## src/rtl/hazard_stall_ctrl_if.sv

```systemverilog
// Signal bundle between the ID-stage pipeline logic and the hazard/stall controller.
// The pipeline side uses the master modport; the controller uses the slave modport.
interface hazard_stall_ctrl_if #(
    parameter int PERF_W = 16
);
    logic [4:0]        IFIDRs;
    logic [4:0]        IFIDRt;
    logic              IFIDUsesRt;
    logic              IDBranch;
    logic              BranchTaken;
    logic              IDMulDiv;
    logic              IDIsDiv;
    logic              IDReadsHiLo;
    logic              IDEXMemRead;
    logic              IDEXRegWrite;
    logic [4:0]        IDEXRd;
    logic              EXMEMMemRead;
    logic [4:0]        EXMEMRd;
    logic              PCWrite;
    logic              IFIDWrite;
    logic              IDEXBubble;
    logic              IFIDFlush;
    logic              MulDivStart;
    logic              MulDivBusy;
    logic [PERF_W-1:0] StallCycles;

    modport master (
        output IFIDRs, IFIDRt, IFIDUsesRt, IDBranch, BranchTaken, IDMulDiv, IDIsDiv,
               IDReadsHiLo, IDEXMemRead, IDEXRegWrite, IDEXRd, EXMEMMemRead, EXMEMRd,
        input  PCWrite, IFIDWrite, IDEXBubble, IFIDFlush, MulDivStart, MulDivBusy, StallCycles
    );

    modport slave (
        input  IFIDRs, IFIDRt, IFIDUsesRt, IDBranch, BranchTaken, IDMulDiv, IDIsDiv,
               IDReadsHiLo, IDEXMemRead, IDEXRegWrite, IDEXRd, EXMEMMemRead, EXMEMRd,
        output PCWrite, IFIDWrite, IDEXBubble, IFIDFlush, MulDivStart, MulDivBusy, StallCycles
    );
endinterface

```

## src/rtl/hazard_stall_ctrl.sv

```systemverilog
// Hazard/stall controller for the 5-stage MIPS core: load-use, ID-resolved branch
// operand hazards, and MULT/DIV HI/LO occupancy, plus a saturating stall counter.
module hazard_stall_ctrl #(
    parameter int MULT_CYCLES = 4,
    parameter int DIV_CYCLES  = 32,
    parameter int CNT_W       = 6,
    parameter int PERF_W      = 16
) (
    input  logic                clk,
    input  logic                rst_n,
    hazard_stall_ctrl_if.slave  bus
);
    localparam logic [0:0] IDLE = 1'b0;
    localparam logic [0:0] BUSY = 1'b1;

    logic [0:0]        state;
    logic [CNT_W-1:0]  cnt;
    logic [PERF_W-1:0] stall_cnt;

    logic match_ex_s;
    logic match_ex_t;
    logic match_mem_s;
    logic match_mem_t;
    logic load_use;
    logic br_ex;
    logic br_mem;
    logic md_haz;
    logic stall;

    // $0 is hardwired to zero, so a producer targeting it never creates a dependency.
    function automatic logic reg_match(input logic [4:0] rd, input logic [4:0] src,
                                       input logic used);
        return used && (rd != 5'd0) && (rd == src);
    endfunction

    function automatic logic [PERF_W-1:0] sat_inc(input logic [PERF_W-1:0] v);
        return (&v) ? v : v + 1'b1;
    endfunction

    always_comb begin
        match_ex_s  = reg_match(bus.IDEXRd,  bus.IFIDRs, 1'b1);
        match_ex_t  = reg_match(bus.IDEXRd,  bus.IFIDRt, bus.IFIDUsesRt);
        match_mem_s = reg_match(bus.EXMEMRd, bus.IFIDRs, 1'b1);
        match_mem_t = reg_match(bus.EXMEMRd, bus.IFIDRt, bus.IFIDUsesRt);
        load_use    = bus.IDEXMemRead && (match_ex_s || match_ex_t);
        br_ex       = bus.IDBranch && bus.IDEXRegWrite && (match_ex_s || match_ex_t);
        br_mem      = bus.IDBranch && bus.EXMEMMemRead && (match_mem_s || match_mem_t);
        md_haz      = (bus.IDMulDiv || bus.IDReadsHiLo) && (state == BUSY);
        stall       = load_use || br_ex || br_mem || md_haz;
    end

    // A stalled branch compares stale operands, so it must not flush.
    assign bus.PCWrite     = !stall;
    assign bus.IFIDWrite   = !stall;
    assign bus.IDEXBubble  = stall;
    assign bus.IFIDFlush   = bus.IDBranch && bus.BranchTaken && !stall;
    assign bus.MulDivStart = bus.IDMulDiv && !stall && (state == IDLE);
    assign bus.MulDivBusy  = (state == BUSY);
    assign bus.StallCycles = stall_cnt;

    // Busy window runs N cycles after issue; flushes and other stalls do not touch it.
    always_ff @(posedge clk) begin
        if (!rst_n) begin
            state     <= IDLE;
            cnt       <= '0;
            stall_cnt <= '0;
        end else begin
            if (stall) begin
                stall_cnt <= sat_inc(stall_cnt);
            end
            if (state == IDLE) begin
                if (bus.MulDivStart) begin
                    state <= BUSY;
                    cnt   <= bus.IDIsDiv ? CNT_W'(DIV_CYCLES) : CNT_W'(MULT_CYCLES);
                end
            end else begin
                if (cnt == CNT_W'(1)) begin
                    state <= IDLE;
                    cnt   <= '0;
                end else begin
                    cnt <= cnt - 1'b1;
                end
            end
        end
    end
endmodule

```

## src/flat_wrapper.sv

```systemverilog
// flat-port wrapper written by rule: the top's interface ports become plain ports
module hazard_stall_ctrl_flat 
#(
    parameter int MULT_CYCLES = 4,
    parameter int DIV_CYCLES  = 32,
    parameter int CNT_W       = 6,
    parameter int PERF_W      = 16
)
  (clk, rst_n, bus_IFIDRs, bus_IFIDRt, bus_IFIDUsesRt, bus_IDBranch, bus_BranchTaken, bus_IDMulDiv, bus_IDIsDiv, bus_IDReadsHiLo, bus_IDEXMemRead, bus_IDEXRegWrite, bus_IDEXRd, bus_EXMEMMemRead, bus_EXMEMRd, bus_PCWrite, bus_IFIDWrite, bus_IDEXBubble, bus_IFIDFlush, bus_MulDivStart, bus_MulDivBusy, bus_StallCycles);
  hazard_stall_ctrl_if #(.PERF_W(PERF_W)) bus_i ();
  input  logic clk;
  input  logic rst_n;
  input wire logic [$bits(bus_i.IFIDRs)-1:0] bus_IFIDRs;
  input wire logic [$bits(bus_i.IFIDRt)-1:0] bus_IFIDRt;
  input wire logic [$bits(bus_i.IFIDUsesRt)-1:0] bus_IFIDUsesRt;
  input wire logic [$bits(bus_i.IDBranch)-1:0] bus_IDBranch;
  input wire logic [$bits(bus_i.BranchTaken)-1:0] bus_BranchTaken;
  input wire logic [$bits(bus_i.IDMulDiv)-1:0] bus_IDMulDiv;
  input wire logic [$bits(bus_i.IDIsDiv)-1:0] bus_IDIsDiv;
  input wire logic [$bits(bus_i.IDReadsHiLo)-1:0] bus_IDReadsHiLo;
  input wire logic [$bits(bus_i.IDEXMemRead)-1:0] bus_IDEXMemRead;
  input wire logic [$bits(bus_i.IDEXRegWrite)-1:0] bus_IDEXRegWrite;
  input wire logic [$bits(bus_i.IDEXRd)-1:0] bus_IDEXRd;
  input wire logic [$bits(bus_i.EXMEMMemRead)-1:0] bus_EXMEMMemRead;
  input wire logic [$bits(bus_i.EXMEMRd)-1:0] bus_EXMEMRd;
  output wire logic [$bits(bus_i.PCWrite)-1:0] bus_PCWrite;
  output wire logic [$bits(bus_i.IFIDWrite)-1:0] bus_IFIDWrite;
  output wire logic [$bits(bus_i.IDEXBubble)-1:0] bus_IDEXBubble;
  output wire logic [$bits(bus_i.IFIDFlush)-1:0] bus_IFIDFlush;
  output wire logic [$bits(bus_i.MulDivStart)-1:0] bus_MulDivStart;
  output wire logic [$bits(bus_i.MulDivBusy)-1:0] bus_MulDivBusy;
  output wire logic [$bits(bus_i.StallCycles)-1:0] bus_StallCycles;
  assign bus_i.IFIDRs = bus_IFIDRs;
  assign bus_i.IFIDRt = bus_IFIDRt;
  assign bus_i.IFIDUsesRt = bus_IFIDUsesRt;
  assign bus_i.IDBranch = bus_IDBranch;
  assign bus_i.BranchTaken = bus_BranchTaken;
  assign bus_i.IDMulDiv = bus_IDMulDiv;
  assign bus_i.IDIsDiv = bus_IDIsDiv;
  assign bus_i.IDReadsHiLo = bus_IDReadsHiLo;
  assign bus_i.IDEXMemRead = bus_IDEXMemRead;
  assign bus_i.IDEXRegWrite = bus_IDEXRegWrite;
  assign bus_i.IDEXRd = bus_IDEXRd;
  assign bus_i.EXMEMMemRead = bus_EXMEMMemRead;
  assign bus_i.EXMEMRd = bus_EXMEMRd;
  assign bus_PCWrite = bus_i.PCWrite;
  assign bus_IFIDWrite = bus_i.IFIDWrite;
  assign bus_IDEXBubble = bus_i.IDEXBubble;
  assign bus_IFIDFlush = bus_i.IFIDFlush;
  assign bus_MulDivStart = bus_i.MulDivStart;
  assign bus_MulDivBusy = bus_i.MulDivBusy;
  assign bus_StallCycles = bus_i.StallCycles;
  hazard_stall_ctrl #(.MULT_CYCLES(MULT_CYCLES), .DIV_CYCLES(DIV_CYCLES), .CNT_W(CNT_W), .PERF_W(PERF_W)) u_core (.clk(clk), .rst_n(rst_n), .bus(bus_i));
endmodule
```

## config.mk

```make
export PLATFORM = sky130hd
export DESIGN_NAME = hazard_stall_ctrl_flat
export DESIGN_NICKNAME = d
export VERILOG_FILES = /design/src/rtl/hazard_stall_ctrl_if.sv /design/src/rtl/hazard_stall_ctrl.sv /design/src/flat_wrapper.sv
export SDC_FILE = /design/constraint.sdc
export NUM_CORES = 1
export LEC_CHECK = 0
export BUFFER_PORTS_ARGS = -buffer_cell sky130_fd_sc_hd__buf_2
export CAP_MARGIN = 20
export CORE_ASPECT_RATIO = 2
export CORE_MARGIN = 8
export CORE_UTILIZATION = 30
export CTS_CLUSTER_DIAMETER = 80
export DETAILED_ROUTE_END_ITERATION = 16
export PLACE_DENSITY = 0.52
export SYNTH_ARGS = -nofsm -noshare
export SYNTH_HDL_FRONTEND = slang
export SYNTH_SLANG_ARGS = --single-unit
export TNS_END_PERCENT = 20
```

## constraint.sdc

```tcl
create_clock -name clk -period 2.8 [get_ports clk]
set_input_delay 0.56 -clock clk [delete_from_list [all_inputs] [get_ports clk]]
set_output_delay 0.56 -clock clk [all_outputs]
set_load 0.02 [all_outputs]
```

# After elaboration in Yosys (flattened, before gate mapping)

Index checks and enable logic that the tools add are counted.

Flip-flop bits (word level): 23
Input bits: 31
Output and inout bits: 22
Logic and storage cells: 47

Add/sub/neg operators: 2
Equal/unequal tests: 5
Multiplexer cells: 7
Bitwise gates (word level): 2
Reduce and logical (&&, ||, !) cells: 28

Operators by type and width:

| kind                    | count |
|---|---|
| $mux W6                 | 4 |
| $eq A5 B5 Y1            | 4 |
| $add A16 B1 Y16 const B | 1 |
| $logic_and A1 B1 Y1     | 16 |
| $reduce_and A16 Y1      | 1 |
| $reduce_bool A5 Y1      | 2 |
| $eq A6 B1 Y1 const B    | 1 |
| $logic_or A1 B1 Y1      | 6 |
| $sub A6 B1 Y6 const B   | 1 |
| $mux W1                 | 3 |
| $not A1 Y1              | 2 |
| $reduce_and A2 Y1       | 1 |
| $reduce_bool A2 Y1      | 1 |
| $logic_not A1 Y1        | 1 |

# Logic depth before layout (Yosys ltp)

Gate-level depths: netlist of the first run.

Depth in word-level cells: 13
Gate-level depth with buffers: 9
Gate-level depth less buffers: 7

# Worst setup path before layout of the first run

No wires, ideal clock.

Path kind: input port to output port
Start point: in bus_EXMEMRd[1]
End point: out bus_IFIDFlush
Data arrival time: 2135 ps
Required time: 2240 ps
Path slack: 105 ps
Stages: 7
Buffers on the path: 2
Path through: or3_1 o311a_1 inv_1 o221a_1 buf_6 buf_2 and3_1

Longest elaborated chain between the ends: 9
Elaborated cells between the ends (all ways): 12
Those cells by class: 2 x eq/ne; 10 x reduce/logical

Ends and longest elaborated chain:

| element                           | line                    | RTL |
|---|---|---|
| start, declared                   | flat_wrapper.sv:25      | `input wire logic [$bits(bus_i.EXMEMRd)-1:0] bus_EXMEMRd;` |
| $reduce_bool A5 Y1                | hazard_stall_ctrl.sv:33 | `return used && (rd != 5'd0) && (rd == src);` |
| $logic_and A1 B1 Y1 (2 in a row)  | hazard_stall_ctrl.sv:33 |  |
| $logic_or A1 B1 Y1 *              | hazard_stall_ctrl.sv:47 | `br_mem = bus.IDBranch && bus.EXMEMMemRead && (match_mem_s \|\| match_mem_t);` |
| $logic_and A1 B1 Y1 *             | hazard_stall_ctrl.sv:47 |  |
| $logic_or A1 B1 Y1 * (2 in a row) | hazard_stall_ctrl.sv:49 | `stall = load_use \|\| br_ex \|\| br_mem \|\| md_haz;` |
| $logic_not A1 Y1 *                | --                      |  |
| named net bus_IFIDWrite           | flat_wrapper.sv:27      | `output wire logic [$bits(bus_i.IFIDWrite)-1:0] bus_IFIDWrite;` |
| $logic_and A1 B1 Y1 *             | hazard_stall_ctrl.sv:56 | `assign bus.IFIDFlush = bus.IDBranch && bus.BranchTaken && !stall;` |
| end, declared                     | flat_wrapper.sv:29      | `output wire logic [$bits(bus_i.IFIDFlush)-1:0] bus_IFIDFlush;` |

Mark *: on every way through the listed nets, which the timed path passes. The rest lies on a longest branch.

# Worst setup path in the final report of the first run

Start point: in bus_EXMEMRd[1]
End point: out bus_IFIDFlush

Longest elaborated chain between the ends: 9
Elaborated cells between the ends (all ways): 12
Those cells by class: 2 x eq/ne; 10 x reduce/logical

Ends and longest elaborated chain:

| element                           | line |
|---|---|
| $reduce_bool A5 Y1                | hazard_stall_ctrl.sv:33 |
| $logic_and A1 B1 Y1 (2 in a row)  | hazard_stall_ctrl.sv:33 |
| $logic_or A1 B1 Y1 *              | hazard_stall_ctrl.sv:47 |
| $logic_and A1 B1 Y1 *             | hazard_stall_ctrl.sv:47 |
| $logic_or A1 B1 Y1 * (2 in a row) | hazard_stall_ctrl.sv:49 |
| $logic_not A1 Y1 *                | hazard_stall_ctrl.sv:56 |
| $logic_and A1 B1 Y1 *             | hazard_stall_ctrl.sv:56 |

Mark *: on every way between the ends. The rest lies on a longest branch, timed or not.

==> impl_metrics.prom, run 1 <==
# TYPE chip_impl_metric gauge
chip_impl_info{name="result_of_the_run",value="complete, no violations"} 1
chip_impl_metric{name="flow.area_growth_from_synthesis",unit="%"} 23.1
chip_impl_metric{name="clock.fmax",unit="MHz"} 377
chip_impl_metric{name="wirelength",unit="mm"} 4.28
chip_impl_metric{name="timing.reg2reg.worst_path_depth",unit=""} 8
chip_impl_metric{name="syn-cell-area",unit="um2"} 1550
chip_impl_metric{name="detail_route.vias_per_cell",unit=""} 5.29
chip_impl_metric{name="detailedPlacementHpwl",unit="mm"} 3.16
chip_impl_metric{name="die_width",unit="um"} 66.8
chip_impl_metric{name="clock_tree.buffer_depth",unit=""} 2
chip_impl_metric{name="dieArea",unit="um2"} 7850
chip_impl_info{name="crit-reg2reg-launch",value="u_core.bus.StallCycles[0]"} 1
chip_impl_info{name="rsz0062_at_grt",value="no"} 1
chip_impl_metric{name="final_worst_path_period_need",unit="ns"} 2.65
chip_impl_metric{name="post_route_cells_drive_above_1_share",unit="%"} 24.0
chip_impl_metric{name="first_pass_grt_wire_length",unit="mm"} 7.45
chip_impl_metric{name="skew",unit="ns"} 0.0101
chip_impl_info{name="holdCritPathClass",value="reg -> reg"} 1
chip_impl_metric{name="grt_overflow",unit=""} 0
chip_impl_info{name="cts_tree",value="built"} 1
chip_impl_metric{name="clkTransAtPathRegs",unit="ns"} 0.09
chip_impl_metric{name="ctsResizeCount",unit=""} 0
chip_impl_metric{name="number_of_antenna_violations_at_the_first_check_in_global_routing",unit=""} 0
chip_impl_metric{name="clkSinkCount",unit=""} 23
chip_impl_metric{name="core_footprint",unit="um2"} 5050
chip_impl_metric{name="io_buffers",unit=""} 52
chip_impl_info{name="worst_hold_startpoint",value="u_core.bus.StallCycles[9]"} 1
chip_impl_metric{name="grt_start_max_net_pins",unit=""} 28
chip_impl_metric{name="timing.critical_path.arrival",unit="ns"} 2.09
chip_impl_metric{name="power.ir.vdd_worst",unit="mV"} 0.236
chip_impl_metric{name="num_antenna_cells",unit=""} 0
chip_impl_metric{name="num-fill-cells",unit=""} 538
chip_impl_metric{name="period_share",unit="%"} 94.7
chip_impl_metric{name="post_drt_wl_per_cell",unit="um"} 14.3
chip_impl_metric{name="globalplace.congestion",unit=""} 0.814
chip_impl_metric{name="r2r_slack",unit="ns"} 0.81
chip_impl_info{name="path_type_of_the_worst_setup_path",value="in -> out"} 1
chip_impl_metric{name="yosys.cell_types.count",unit=""} 38
chip_impl_metric{name="final_antenna_net_count",unit=""} 0
chip_impl_info{name="cp-start-kind",value="input port"} 1
chip_impl_metric{name="worstPathMaxFanout",unit=""} 5
chip_impl_info{name="synth_most_common_cell",value="sky130_fd_sc_hd__dfxtp_1"} 1
chip_impl_metric{name="timing.critical_path.required",unit="ns"} 2.24
chip_impl_info{name="cts_root_buffer",value="sky130_fd_sc_hd__clkbuf_8"} 1
chip_impl_metric{name="ys_async_sr_fraction",unit="%"} 0
chip_impl_metric{name="final_net_count",unit=""} 277
chip_impl_metric{name="globalRouteTotalUtil",unit="%"} 11.2
chip_impl_metric{name="yosys_warnings",unit=""} 0
chip_impl_metric{name="report.final.hold_viol_count",unit=""} 0
chip_impl_metric{name="cts_inserted_buffers",unit=""} 3
chip_impl_info{name="yosys.area.top_type",value="sky130_fd_sc_hd__dfxtp_1"} 1
chip_impl_metric{name="final-setup-viol-count",unit=""} 0
chip_impl_metric{name="drt-pass1-iter-count",unit=""} 4
chip_impl_metric{name="power_per_cell_area",unit="nW/um2"} 402
chip_impl_metric{name="postCtsHoldBufs",unit=""} 0
chip_impl_info{name="post_synth_main_area_contributors",value="sky130_fd_sc_hd__dfxtp_1 30%, sky130_fd_sc_hd__xor2_1 10%, sky130_fd_sc_hd__a21oi_1 4.9%"} 1
chip_impl_metric{name="initial_core_utilization",unit="%"} 30.6
chip_impl_metric{name="first_global_vias",unit=""} 1643
chip_impl_metric{name="routed_vias",unit=""} 1588
chip_impl_info{name="timing.rr.end",value="u_core.bus.StallCycles[7]"} 1
chip_impl_metric{name="worstHoldPathCells",unit=""} 2
chip_impl_metric{name="ys_seq_area_share",unit="%"} 29.8
chip_impl_metric{name="actual_transition_at_the_worst_max_transition_pin",unit="ns"} 0.611
chip_impl_metric{name="synth-seq-cells",unit=""} 23
chip_impl_metric{name="num_rows",unit=""} 37
chip_impl_metric{name="syn-instance-count",unit=""} 193
chip_impl_metric{name="detail_route.iter0.violations",unit=""} 91
chip_impl_info{name="synth_ff_type",value="sky130_fd_sc_hd__dfxtp_1"} 1
chip_impl_metric{name="maxSlewViolCount",unit=""} 0
chip_impl_metric{name="fin_tns_setup",unit="ns"} 0
chip_impl_metric{name="htree_levels",unit=""} 1
chip_impl_metric{name="fin_util",unit="%"} 37.7
chip_impl_metric{name="cell_leakage_power",unit="nW"} 0.780
chip_impl_metric{name="maxCapViolCount",unit=""} 0
chip_impl_metric{name="die_h",unit="um"} 118
chip_impl_metric{name="synth.top_cell.area_share",unit="%"} 29.8
chip_impl_info{name="post_synth_most_frequent_cells",value="23 x sky130_fd_sc_hd__dfxtp_1, 18 x sky130_fd_sc_hd__xor2_1, 15 x sky130_fd_sc_hd__a21oi_1"} 1
chip_impl_info{name="crit_path_end_kind",value="primary output"} 1
chip_impl_metric{name="average_cell_area_after_synthesis",unit="um2"} 8.01
chip_impl_metric{name="io_pins",unit=""} 53
chip_impl_info{name="hold_path_end",value="u_core.bus.StallCycles[9]"} 1
chip_impl_metric{name="synth_edf_count",unit=""} 0
chip_impl_metric{name="cts.repair_timing.setup_buffer_count",unit=""} 0
chip_impl_metric{name="syn_nets",unit=""} 227
chip_impl_metric{name="detail_route.drc_violations",unit=""} 0
chip_impl_metric{name="slew-limit-headroom",unit="%"} 58.8
chip_impl_metric{name="insertion_delay",unit="ns"} 0.27
-- cells by family after synthesis --
logic type                 Yosys count  synth area share (%)
and+or+nand+nor                     77                  27.3
AOI/OAI and AO/OA                   43                  18.9
muxes                                6                  3.88
buffers and inverters               20                  5.74
adders and majority gates            3                  2.43
DFF                                 23                  29.8
xor gates and xnor gates            21                  11.9
-- cell type report --
cell class	count	area, um2	area share (%)
repair buffers	54	288	15.1
clock buffers	4	45.0	2.37
flip-flops and latches	23	460	24.2
inverters	11	41.3	2.17
well taps	58	72.6	3.81
multi-input cells	150	997	52.4
-- state kept, by name, indices dropped and copies added, names as in the netlist --
name                    flops
u_core.cnt                  6
u_core.bus.StallCycles     16
u_core.bus.MulDivBusy       1
-- critical path, stage by stage --
cell and delay [ns]:
sky130_fd_sc_hd__buf_2 0.12, sky130_fd_sc_hd__or3_1 0.39, sky130_fd_sc_hd__o311a_1 0.29, sky130_fd_sc_hd__inv_1 0.09
sky130_fd_sc_hd__o221a_1 0.30, sky130_fd_sc_hd__and3_1 0.18, sky130_fd_sc_hd__buf_2 0.16
-- per-stage QoR --
step	hold WS [ns]	total power [W]	cells	setup WS, ns	area [um2]
detailed placement	0.473	0.000565	296	0.149	1860
CTS	0.494	0.000777	300	0.147	1900
global placement	0.468	0.000561	296	0.162	1860
global route	0.522	0.000815	300	0.0463	1900
floorplan	0.530	0.000493	193	0.105	1550
finish	0.490	0.000765	300	0.148	1900
-- cells in the final DEF (no fill, tap or decap), types with 3 or more instances in the layout --
master                      n
sky130_fd_sc_hd__nand3_1   12
sky130_fd_sc_hd__clkbuf_8   3
sky130_fd_sc_hd__mux2i_1    6
sky130_fd_sc_hd__inv_1     11
sky130_fd_sc_hd__a21oi_1   15
sky130_fd_sc_hd__xnor2_1    3
sky130_fd_sc_hd__dfxtp_1   23
sky130_fd_sc_hd__and3_1     4
sky130_fd_sc_hd__nor3_1     8
sky130_fd_sc_hd__xor2_1    18
sky130_fd_sc_hd__o21ai_0    4
sky130_fd_sc_hd__nand2_1   11
sky130_fd_sc_hd__nor2_1    10
sky130_fd_sc_hd__ha_1       3
sky130_fd_sc_hd__buf_2     52
sky130_fd_sc_hd__nor4_1     5
sky130_fd_sc_hd__o31ai_1   10
sky130_fd_sc_hd__or3_1      4
sky130_fd_sc_hd__nor3b_1    3
sky130_fd_sc_hd__nand2b_1   5
sky130_fd_sc_hd__or4_1      9
-- where the power goes --
part | internal, W | switching (W)
combinational | 0.0000851 | 0.000111
clock | 0.000102 | 0.000107
sequential | 0.000341 | 0.0000191
-- worst max path at each step --
stage | to | slack (ns) | from | cells past startpoint
6_report | bus_IFIDFlush | 0.15 | bus_EXMEMRd[1] | 7
5_1_grt | bus_IFIDFlush | 0.05 | bus_EXMEMRd[1] | 7
4_1_cts | bus_IFIDFlush | 0.15 | bus_EXMEMRd[1] | 7
3_5_place_dp | bus_IFIDFlush | 0.15 | bus_EXMEMRd[1] | 7
3_3_place_gp | bus_IFIDFlush | 0.16 | bus_EXMEMRd[1] | 7
2_1_floorplan | bus_IFIDFlush | 0.10 | bus_EXMEMRd[1] | 7
-- routing by layer --
metal / track usage, % / share of wire (%)
met1: 14.5 / 46
met2: 17.6 / 45
met3: 2.57 / 7.6
met4: 3.23 / 0.96
met5: 0 / 0
(Power assumes the default switching activity.)
==> inputs of run 2 (changes only) <==
--- a/config.mk
+++ b/config.mk
@@ -10,6 +10,7 @@
 export CORE_ASPECT_RATIO = 2
 export CORE_MARGIN = 8
 export CORE_UTILIZATION = 30
+export CTS_BUF_LIST = sky130_fd_sc_hd__clkbuf_4 sky130_fd_sc_hd__clkbuf_8 sky130_fd_sc_hd__clkbuf_16
 export CTS_CLUSTER_DIAMETER = 80
 export DETAILED_ROUTE_END_ITERATION = 16
 export PLACE_DENSITY = 0.52
==> impl_metrics.prom, run 2 (synthesis gave the netlist of run 1 again) <==
# TYPE chip_impl_metric gauge
chip_impl_info{name="result_of_the_run",value="complete, no violations"} 1
chip_impl_metric{name="insertion_delay",unit="ns"} 0.26
chip_impl_metric{name="actual_transition_at_the_worst_max_transition_pin",unit="ns"} 0.615
chip_impl_metric{name="power_per_cell_area",unit="nW/um2"} 405
chip_impl_metric{name="cts_inserted_buffers",unit=""} 3
chip_impl_metric{name="cellInternalPower",unit="W"} 0.000537
chip_impl_metric{name="final_total_pwr",unit="W"} 0.000772
chip_impl_metric{name="final_net_count",unit=""} 277
chip_impl_metric{name="p_sw_share",unit="%"} 30.4
chip_impl_metric{name="detail_route.vias_per_cell",unit=""} 5.31
chip_impl_metric{name="timing.critical_path.required",unit="ns"} 2.24
chip_impl_metric{name="clock.fmax",unit="MHz"} 377
chip_impl_metric{name="detail_route.drc_violations",unit=""} 0
chip_impl_metric{name="post_layout_worst_setup_margin",unit="ns"} 0.148
chip_impl_metric{name="r2r_slack",unit="ns"} 0.80
chip_impl_metric{name="die_h",unit="um"} 118
chip_impl_metric{name="detail_route.iter0.violations",unit=""} 100
chip_impl_metric{name="power.ir.vdd_worst",unit="mV"} 0.238
chip_impl_metric{name="skew",unit="ns"} 0.00852
chip_impl_metric{name="multi_input_comb_area",unit="um2"} 997
chip_impl_info{name="crit_path_end_kind",value="primary output"} 1
chip_impl_metric{name="routed_vias",unit=""} 1593
chip_impl_metric{name="io_buffers",unit=""} 52
chip_impl_metric{name="timing.critical_path.arrival",unit="ns"} 2.09
chip_impl_metric{name="globalplace.congestion",unit=""} 0.814
chip_impl_metric{name="crit_path_max_incr_delay",unit="ns"} 0.39
chip_impl_metric{name="worstHoldPathCells",unit=""} 2
chip_impl_metric{name="power_frac_clock",unit="%"} 27.9
chip_impl_info{name="worstPathCellList",value="buf_2 > or3_1 > o311a_1 > inv_1 > o221a_1 > and3_1 > buf_2"} 1
chip_impl_metric{name="grt_start_max_net_pins",unit=""} 28
chip_impl_metric{name="final_worst_path_period_need",unit="ns"} 2.65
chip_impl_metric{name="postLayoutCellArea",unit="um2"} 1910
chip_impl_info{name="rsz0062_at_grt",value="no"} 1
chip_impl_metric{name="postCtsHoldBufs",unit=""} 0
chip_impl_metric{name="worstPathBufferInverterCount",unit=""} 3
chip_impl_metric{name="globalRouteTotalUtil",unit="%"} 11.2
chip_impl_metric{name="wirelength",unit="mm"} 4.28
chip_impl_metric{name="maxSlewViolCount",unit=""} 0
chip_impl_metric{name="fin_tns_setup",unit="ns"} 0
chip_impl_info{name="timing.rr.end",value="u_core.bus.StallCycles[1]"} 1
chip_impl_metric{name="detailedPlacementHpwl",unit="mm"} 3.16
chip_impl_metric{name="power.combinational.fraction",unit="%"} 25.5
chip_impl_metric{name="clkSinkCount",unit=""} 23
chip_impl_metric{name="largest_register_ffs",unit=""} 16
chip_impl_info{name="cp-start-kind",value="input port"} 1
chip_impl_metric{name="worstPathMaxFanout",unit=""} 5
chip_impl_metric{name="drt-pass1-iter-count",unit=""} 4
chip_impl_metric{name="clock_tree.buffer_depth",unit=""} 2
chip_impl_metric{name="p_seq_share",unit="%"} 46.6
chip_impl_info{name="holdCritPathClass",value="reg -> reg"} 1
chip_impl_info{name="path_type_of_the_worst_setup_path",value="in -> out"} 1
chip_impl_metric{name="first_global_vias",unit=""} 1645
chip_impl_metric{name="io_pins",unit=""} 53
chip_impl_info{name="critPathLaunch",value="bus_EXMEMRd[1]"} 1
chip_impl_info{name="worst_hold_startpoint",value="u_core.bus.StallCycles[9]"} 1
chip_impl_metric{name="flow.area_growth_from_synthesis",unit="%"} 23.4
chip_impl_metric{name="num_rows",unit=""} 37
chip_impl_info{name="path_delay_family",value="compound AO/OA/AOI/OAI gates"} 1
chip_impl_metric{name="fin_util",unit="%"} 37.8
chip_impl_metric{name="htree_levels",unit=""} 1
chip_impl_metric{name="grt_overflow",unit=""} 0
chip_impl_metric{name="final_antenna_net_count",unit=""} 0
chip_impl_metric{name="period_share",unit="%"} 94.7
chip_impl_metric{name="num_antenna_cells",unit=""} 0
chip_impl_metric{name="die_width",unit="um"} 66.8
chip_impl_metric{name="cell_leakage_power",unit="nW"} 0.783
chip_impl_metric{name="final-setup-viol-count",unit=""} 0
chip_impl_metric{name="post_drt_wl_per_cell",unit="um"} 14.3
chip_impl_info{name="cpMaxStageDelayCell",value="sky130_fd_sc_hd__or3_1"} 1
chip_impl_metric{name="clkTransAtPathRegs",unit="ns"} 0.09
chip_impl_info{name="layout_commonest_cell",value="sky130_fd_sc_hd__buf_2"} 1
chip_impl_info{name="worst_path_most_repeated_cell",value="sky130_fd_sc_hd__buf_2"} 1
chip_impl_metric{name="post_route_cells_drive_above_1_share",unit="%"} 24.4
chip_impl_info{name="cts_root_buffer",value="sky130_fd_sc_hd__clkbuf_8"} 1
chip_impl_metric{name="first_pass_grt_wire_length",unit="mm"} 7.42
chip_impl_metric{name="cts.repair_timing.setup_buffer_count",unit=""} 0
chip_impl_metric{name="dieArea",unit="um2"} 7850
chip_impl_metric{name="slew-limit-headroom",unit="%"} 58.6
chip_impl_info{name="cts_tree",value="built"} 1
chip_impl_metric{name="number_of_antenna_violations_at_the_first_check_in_global_routing",unit=""} 0
chip_impl_info{name="crit-reg2reg-launch",value="u_core.bus.StallCycles[0]"} 1
chip_impl_metric{name="sequential_cell_area",unit="um2"} 460
chip_impl_metric{name="detailed_place.area",unit="um2"} 1860
chip_impl_metric{name="ctsResizeCount",unit=""} 0
chip_impl_metric{name="core_footprint",unit="um2"} 5050
chip_impl_metric{name="num-fill-cells",unit=""} 538
chip_impl_metric{name="minimum_setup_slack_after_placement",unit="ns"} 0.149
chip_impl_metric{name="timing.reg2reg.worst_path_depth",unit=""} 8
chip_impl_metric{name="report.final.hold_viol_count",unit=""} 0
chip_impl_info{name="most-common-layout-cells",value="52 x sky130_fd_sc_hd__buf_2, 23 x sky130_fd_sc_hd__dfxtp_1, 18 x sky130_fd_sc_hd__xor2_1"} 1
chip_impl_metric{name="maxCapViolCount",unit=""} 0
chip_impl_metric{name="initial_core_utilization",unit="%"} 30.6
chip_impl_info{name="hold_path_end",value="u_core.bus.StallCycles[9]"} 1
chip_impl_metric{name="power_switching",unit="W"} 0.000235
## run 2: cell type report
class / count / area share (%)
flip-flops and latches: 23 / 24.1
multi-input cells: 150 / 52.3
clock buffers: 4 / 2.56
inverters: 11 / 2.16
repair buffers: 54 / 15.1
well taps: 58 / 3.80
## run 2: how the worst max path moves through the flow
stage	end	depth (start not counted)
6_report	bus_IFIDFlush	7
5_1_grt	bus_IFIDFlush	7
4_1_cts	bus_IFIDFlush	7
3_5_place_dp	bus_IFIDFlush	7
3_3_place_gp	bus_IFIDFlush	7
2_1_floorplan	bus_IFIDFlush	7
## run 2: worst min-delay path: stages, from the launching register on
cell and delay (ns):
sky130_fd_sc_hd__dfxtp_1 0.33, sky130_fd_sc_hd__nand2_1 0.06, sky130_fd_sc_hd__mux2i_1 0.05
## run 2: power by group through the flow
stage	clock (W)	sequential (W)	combinational, W
2_1_floorplan	0	0.000365	0.000128
3_3_place_gp	0	0.000366	0.000195
3_5_place_dp	0	0.000367	0.000197
4_1_cts	0.000229	0.000360	0.000199
5_1_grt	0.000239	0.000364	0.000221
6_report	0.000216	0.000360	0.000197
## run 2: per-layer routing
metal | vias up | wire length [um] | global-route usage [%]
met3 | 4 | 326 | 2.57
li1 | 811 | - | -
met2 | 39 | 1950 | 17.6
met4 | 0 | 41 | 3.23
met1 | 739 | 1960 | 14.5
met5 | - | 0 | 0
## run 2: metrics by stage
stage          hold slack, ns  cells
2_1_floorplan           0.530    193
3_3_place_gp            0.468    296
3_5_place_dp            0.473    296
4_1_cts                 0.494    300
5_1_grt                 0.522    300
6_report                0.490    300
